[src/rtl/uart_tx_framer.sv]
// uart_tx_framer
//   Serialises one NB_DATA-bit word per request into an asynchronous frame:
//   start bit (0), NB_DATA data bits LSB first, optional parity bit, and
//   NB_STOP stop bits (1). Each bit lasts DIV = CLK_FREQ / BAUD_RATE clocks.
//
// Ports
//   clk         system clock, rising edge
//   i_rst       asynchronous active-high reset
//   i_tx_start  send request, level-sampled every clock
//   i_tx_data   word to send, captured only when a request is accepted
//   o_tx        serial line, registered, idles high
//   o_tx_busy   high while a frame is on the line
//   o_tx_done   one-clock pulse when the last stop bit completes
//
// state  | meaning
// -------+---------------------------------------------------------
// IDLE   | line high, waiting for i_tx_start
// START  | driving the start bit (0)
// DATA   | driving data bit idx_q (LSB first, from the shift register)
// PARITY | driving the parity bit (only when parity is enabled)
// STOP   | driving NB_STOP stop bits as one NB_STOP*DIV interval
module uart_tx_framer #(
  parameter int         NB_DATA     = 8,
  parameter int         CLK_FREQ    = 100000000,
  parameter int         BAUD_RATE   = 115200,
  parameter logic [1:0] F_TX_PARITY = 2'b00,
  parameter int         NB_STOP     = 1
) (
  input  logic               clk,
  input  logic               i_rst,
  input  logic               i_tx_start,
  input  logic [NB_DATA-1:0] i_tx_data,
  output logic               o_tx,
  output logic               o_tx_busy,
  output logic               o_tx_done
);

  localparam int DIV      = CLK_FREQ / BAUD_RATE;
  localparam int STOP_LEN = NB_STOP * DIV;
  // The stop interval is the longest one the counter has to time.
  localparam int CNT_W    = (STOP_LEN > 1) ? $clog2(STOP_LEN) : 1;
  localparam int IDX_W    = (NB_DATA > 1) ? $clog2(NB_DATA) : 1;

  localparam logic [CNT_W-1:0] BIT_LAST  = CNT_W'(DIV - 1);
  localparam logic [CNT_W-1:0] STOP_LAST = CNT_W'(STOP_LEN - 1);
  localparam logic [IDX_W-1:0] IDX_LAST  = IDX_W'(NB_DATA - 1);

  // Mode 2'b11 is deliberately treated as "no parity".
  localparam logic PAR_EN  = (F_TX_PARITY == 2'b01) || (F_TX_PARITY == 2'b10);
  localparam logic PAR_ODD = (F_TX_PARITY == 2'b10);

  localparam logic [2:0] S_IDLE   = 3'd0;
  localparam logic [2:0] S_START  = 3'd1;
  localparam logic [2:0] S_DATA   = 3'd2;
  localparam logic [2:0] S_PARITY = 3'd3;
  localparam logic [2:0] S_STOP   = 3'd4;

  logic [2:0]         state_q, state_d;
  logic [CNT_W-1:0]   cnt_q, cnt_d;
  logic [IDX_W-1:0]   idx_q, idx_d;
  logic [NB_DATA-1:0] shreg_q, shreg_d;
  logic               par_q, par_d;
  logic               tx_q, tx_d;
  logic               busy_q, busy_d;
  logic               done_q, done_d;

  logic bit_end;
  logic stop_end;
  logic accept;

  assign bit_end  = (cnt_q == BIT_LAST);
  assign stop_end = (cnt_q == STOP_LAST);

  // A request is also taken on the very edge the last stop bit ends, so a
  // held i_tx_start yields frames with no idle gap between them.
  assign accept = i_tx_start &&
                  ((state_q == S_IDLE) || ((state_q == S_STOP) && stop_end));

  always_comb begin
    state_d = state_q;
    cnt_d   = cnt_q + CNT_W'(1);
    idx_d   = idx_q;
    shreg_d = shreg_q;
    par_d   = par_q;
    tx_d    = tx_q;
    busy_d  = busy_q;
    done_d  = 1'b0;

    case (state_q)
      S_IDLE: begin
        cnt_d  = '0;
        tx_d   = 1'b1;
        busy_d = 1'b0;
      end
      S_START: begin
        if (bit_end) begin
          state_d = S_DATA;
          cnt_d   = '0;
          tx_d    = shreg_q[0];
          shreg_d = shreg_q >> 1;
        end
      end
      S_DATA: begin
        if (bit_end) begin
          cnt_d = '0;
          if (idx_q == IDX_LAST) begin
            if (PAR_EN) begin
              state_d = S_PARITY;
              tx_d    = par_q;
            end else begin
              state_d = S_STOP;
              tx_d    = 1'b1;
            end
          end else begin
            idx_d   = idx_q + IDX_W'(1);
            tx_d    = shreg_q[0];
            shreg_d = shreg_q >> 1;
          end
        end
      end
      S_PARITY: begin
        if (bit_end) begin
          state_d = S_STOP;
          cnt_d   = '0;
          tx_d    = 1'b1;
        end
      end
      S_STOP: begin
        if (stop_end) begin
          state_d = S_IDLE;
          cnt_d   = '0;
          tx_d    = 1'b1;
          busy_d  = 1'b0;
          done_d  = 1'b1;
        end
      end
      default: begin
        state_d = S_IDLE;
        cnt_d   = '0;
        tx_d    = 1'b1;
        busy_d  = 1'b0;
      end
    endcase

    // Parity is computed from the word at capture time, since the shift
    // register is consumed as the bits go out.
    if (accept) begin
      state_d = S_START;
      cnt_d   = '0;
      idx_d   = '0;
      shreg_d = i_tx_data;
      par_d   = (^i_tx_data) ^ PAR_ODD;
      tx_d    = 1'b0;
      busy_d  = 1'b1;
    end
  end

  always_ff @(posedge clk or posedge i_rst) begin
    if (i_rst) begin
      state_q <= S_IDLE;
      cnt_q   <= '0;
      idx_q   <= '0;
      shreg_q <= '0;
      par_q   <= 1'b0;
      tx_q    <= 1'b1;
      busy_q  <= 1'b0;
      done_q  <= 1'b0;
    end else begin
      state_q <= state_d;
      cnt_q   <= cnt_d;
      idx_q   <= idx_d;
      shreg_q <= shreg_d;
      par_q   <= par_d;
      tx_q    <= tx_d;
      busy_q  <= busy_d;
      done_q  <= done_d;
    end
  end

  assign o_tx      = tx_q;
  assign o_tx_busy = busy_q;
  assign o_tx_done = done_q;

endmodule

[config.mk]
export PLATFORM = sky130hd
export DESIGN_NAME = uart_tx_framer
export DESIGN_NICKNAME = d
export VERILOG_FILES = /design/src/rtl/uart_tx_framer.sv
export SDC_FILE = /design/constraint.sdc
export NUM_CORES = 1
export LEC_CHECK = 0
export ABC_CLOCK_PERIOD_IN_PS = 2500
export CAP_MARGIN = 40
export CORE_MARGIN = 2
export CORE_UTILIZATION = 50
export CTS_CLUSTER_SIZE = 14
export DETAILED_ROUTE_END_ITERATION = 7
export PLACE_DENSITY = 0.81
export SYNTH_ARGS = -nofsm -noshare
export SYNTH_HDL_FRONTEND = slang
export SYNTH_SLANG_ARGS = --single-unit
export TNS_END_PERCENT = 30
[constraint.sdc]
create_clock -name clk -period 2.5 [get_ports clk]
set_input_delay 0.5 -clock clk [delete_from_list [all_inputs] [get_ports clk]]
set_output_delay 0.5 -clock clk [all_outputs]
set_load 0.02 [all_outputs]
# Word level (Yosys, flattened, before mapping)
# Index checks and enable logic that the tools add are counted.
# totals
reg_bits	27
memories	0
ramBits	0
word_cells	70
latchBits	0
mem_bits_ro	0
# op_classes
n_eq_ne	16
n_reduce_logical	15
magnitude_cmp	0
div	0
n_bitwise	0
add_sub_neg	2
n_mux	30
multipliers	0
n_shift	0
# op_table
op	n
$mux 8	4
$mux 10	3
$mux 3	10
$ne 3x3->1 const B	6
$pmux 8 s2	1
$pmux 3 s5	1
$add 10x1->10 const B	1
$eq 10x10->1 const B	1
$mux 1	9
$eq 3x2->1 const B	2
$eq 3x3->1 const B	2
$reduce_and 3->1	2
$reduce_and 6->1	1
$ne 2x2->1 const B	2
$reduce_and 4->1	1
$reduce_bool 2->1	2
$reduce_or 4->1	1
$add 3x1->3 const B	1
$eq 3x1->1 const B	1
$logic_not 3->1	1
$ne 3x1->1 const B	1
$pmux 1 s3	1
$reduce_bool 3->1	1
$reduce_or 3->1	1
6 further kinds	7

# Depth between registers and ports, before layout
# logic_depth
word_depth	6
depth_mapped	7

# Least setup slack after synthesis
# Ideal clock, no wire load.
# synth_timing
path_type	reg-to-reg
start	register idx_q[0]
end	register shreg_q[0]
stages_incl_launch_ff	8
synth_period_minus_slack_ns	1.702
setup_slack_ns	0.798
path_buffers	1
required_time_ns	2.414
arrival_ns	1.616
cell_sequence	dfrtp_1 ha_1 ha_1 nor3b_2 o21ai_1 buf_2 o21a_1 nor3_1
# synth_via
elab_chain_len	3
# synth_rtl
item	line_no	rtl
from (decl)	60	logic [IDX_W-1:0] idx_q, idx_d;
from (signal assigned)	171	idx_q <= idx_d;
$eq 3x3->1	106	if (idx_q == IDX_LAST) begin
$ne 3x3->1 (no line)	--	
$reduce_and 4->1 (no line)	--	
to (signal assigned)	172	shreg_q <= shreg_d;
to (decl)	61	logic [NB_DATA-1:0] shreg_q, shreg_d;
# No other way between the ends.
# A chain may end at the register's enable or synchronous reset.

# Worst setup path in the final report
# layout_timing
start	register cnt_q[0]
end	register shreg_q[5]
# layout_via
elab_chain_len	6
elab_cells_between_ends	10
classes_between	eq/ne: 4; mux: 1; reduce/logical: 5
# layout_rtl
item	line_no	rtl
from (decl)	59	logic [CNT_W-1:0] cnt_q, cnt_d;
from (signal assigned)	170	cnt_q <= cnt_d;
$eq 10x10->1 *	71, 72	
$logic_and 1x1->1	77	((state_q == S_IDLE) || ((state_q == S_STOP) && stop_end));
$logic_or 1x1->1	77	
$logic_and 1x1->1	76	assign accept = i_tx_start &&
$ne 3x3->1 (no line) / $reduce_bool 3->1 (equally long branches)	--	
$reduce_and 4->1 (no line)	--	
# Every way passes the cells marked *; elsewhere a longest branch is shown, timed or not.

==> flow_summary.yaml <==
logic_synthesis:
  synthFlopType: "dfrtp_1"
  synthTopCellsByArea: "dfrtp_1 (44%), nor2_1 (4.9%), nor3_1 (4.8%)"
  synth_cells: 149
  ys_async_sr_fraction: 1.000
  ys_ff_latch: 27
  yosysSeqAreaShare: 0.4612
  synth_most_common_cell: "dfrtp_1"
  syn_nets: 163
  yosysTopAreaCellShare: 0.4433
  syn_area_mm2: 0.001468
  synth_cell_type_count: 42
  synth_edf_count: 0
  avgSynthCellArea_um2: 9.850
  ys_top_cells_by_count: "dfrtp_1 (26), nor2_1 (19), nor3_1 (14)"
  synth_top_area_cell: "dfrtp_1"
  synth_warnings: 0
critical_path:
  rrSetupSlack_ns: 0.52
  worstSetupPathType: "flop to flop"
  critPathCaptureType: "flop"
  cp_max_fo: 15
  crit_arrival_ns: 2.21
  cp.required_ns: 2.73
  critical_path.max_stage_delay_ns: 0.41
  r2r-start: "cnt_q[0]"
  critPathLaunchType: "flop"
  reg2reg_depth: 6
  crit_slowest_cell: "dfrtp_1"
  r2r_end: "shreg_q[5]"
  crit_chain: "ha_1 > nor3b_4 > nand3_2 > buf_4 > o21a_1 > nor3_1"
worst_hold_path:
  hold_path.class: "flop to flop"
  hold_path_depth: 2
  min-delay-start: "o_tx"
  worstHoldEndpoint: "o_tx"
drt:
  antenna_left: 0
  wirelength_um: 3020
  drt_first_iter_violations: 67
  num_vias: 1185
  drt_first_pass_iters: 4
  route.detailed.drc: 0
  vias_per_cell: 6.140
  wl_per_cell_um: 15.65
timing:
  period_share: 0.7928
  max_freq_mhz: 504.5
  finalHoldViolations: 0
  tns_ns: 0
  setup_viol: 0
  maxSlewViolCount: 0
  fin_skew_ns: 0.004660
  rsz0062_at_grt: "false"
  tightest_slew_ns: 0.6203
  min_period_ns: 1.982
  max-slew-margin-rel: 0.5835
floorplan:
  core_area_mm2: 0.002781
  num_rows: 19
  die_w_um: 58.18
  start_util: 0.5277
  io-pin-count: 14
  die_area_mm2: 0.003385
  die_h_um: 58.18
layout:
  syn2layout_area_growth_pct: 12.79
  drive_gt1_frac: 0.09877
  nFillCells: 228
  seqCellArea_um2: 676.9
  final_nets: 177
  antenna_cells: 0
  multi_input_area_um2: 734.5
  stdcell_area_mm2: 0.001655
clock_tree:
  post_cts_resized: 0
  insertion_delay_ns: 0.31
  ctsRootBufferMaster: "clkbuf_4"
  cts.sinks: 27
  tritoncts: "built"
  cts_setup_buffers: 0
  clk_pin_slew_ns: 0.13
  htree_levels: 1
  hold_buffers: 0
  cts_buffer_depth: 2
  cts_buffers: 3
place:
  dp_hpwl_um: 2222
  dpl_cell_area_mm2: 0.001629
  io_buffers: 13
  gp_congestion: 0.8664
grt:
  top_usage_layer: "met2"
  overflow: 0
  met3_usage: 0.02232
  gr-usage-met2: 0.3377
  grt_use_total: 0.2039
  grt_pass1_wl_um: 5368
  grt_max_degree: 28
  grtUsageMet1: 0.2750
  antenna_found_initial: 0
  grt_pass1_vias: 1207
power_and_ir_drop:
  ir_drop_mv: 0.7125
  p_per_area_mw_per_mm2: 888.4
  p_leak_nw: 0.6830
flow_run:
  cap_violations: 0
run_status:
  outcome: "finished, final reports clean"
[worst max-delay path by stage]
stage	startpoint	to	slack [ns]
5_1_grt	cnt_q[0]	shreg_q[6]	0.33
4_1_cts	cnt_q[0]	shreg_q[5]	0.50
2_1_floorplan	idx_q[0]	shreg_q[0]	0.80
3_3_place_gp	idx_q[0]	shreg_q[7]	0.52
3_5_place_dp	cnt_q[0]	shreg_q[5]	0.53
6_report	cnt_q[0]	shreg_q[5]	0.52
[metrics by stage]
stage / total power [W] / instances / hold slack [ns] / util / worst slack (ns)
after floorplan: 0.001103 / 149 / 0.4479 / - / 0.7981
after global routing: 0.001587 / 193 / 0.5279 / 0.5951 / 0.3258
after global placement: 0.001237 / 188 / 0.4637 / 0.5830 / 0.5165
after detailed placement: 0.001298 / 189 / 0.4749 / 0.5857 / 0.5282
final: 0.001471 / 193 / 0.4911 / 0.5951 / 0.5179
after CTS: 0.001479 / 193 / 0.4943 / 0.5951 / 0.5023
[layout by cell type (no fill, tap or decap), types with 2 or more instances in the layout]
cell / count
nand3_1: 7
inv_1: 5
o32ai_1: 7
a31oi_1: 2
nand4_1: 2
clkdlybuf4s50_1: 13
nand2_1: 5
o2bb2ai_1: 2
a31o_2: 2
nor2_1: 19
dfrtp_1: 26
o21a_1: 7
a41oi_1: 2
ha_1: 3
clkbuf_4: 3
buf_4: 4
nor3_1: 14
o21ai_1: 4
xor2_1: 6
and3_1: 3
xnor2_1: 3
[where the power goes]
| group | internal [W] | switching, W |
|---|---|---|
| Clock | 0.0000623 | 0.000118 |
| Sequential | 0.000563 | 0.000120 |
| Combinational | 0.000274 | 0.000332 |
[critical path, delay by kind of cell, from the launching register on]
| family | cells | cell delay [ns] |
|---|---|---|
| compound gates | 1 | 0.19 |
| fa+ha+maj | 1 | 0.21 |
| buf+inv | 1 | 0.28 |
| flops | 1 | 0.41 |
| simple gates | 3 | 0.81 |
[cell families (layout without fill, tap and decap cells)]
family	Yosys count	in the layout	share of synthesized area
adder cells (fa/ha/maj)	3	3	0.02558
buffers and inverters	13	26	0.03837
flip-flops	27	27	0.4612
multiplexers	1	1	0.006820
AND/OR/NAND/NOR	63	63	0.2353
AO/OA/AOI/OAI	33	33	0.1790
XOR/XNOR	9	9	0.05371
[sequential cells by signal, indices dropped and copies added (netlist names)]
signal	flops
shreg_q	8
o_tx_busy	1
o_tx_done	1
o_tx	1
cnt_q	10
state_q	3
idx_q	3
[layout make-up]
type,count,share of cell area
Clock buffer,4,0.01587
Inverter,5,0.01134
Multi-Input combinational cell,109,0.4437
Sequential cell,27,0.4089
Tap cell,31,0.02343
Timing Repair Buffer,17,0.09675
[routing by layer]
| metal | vias to the layer above | wire [um] |
|---|---|---|
| met5 | - | 0 |
| met4 | 0 | 48 |
| met3 | 6 | 84 |
| met2 | 25 | 1486 |
| met1 | 577 | 1399 |
| li1 | 577 | - |
Power figures use the tool's default switching activity.
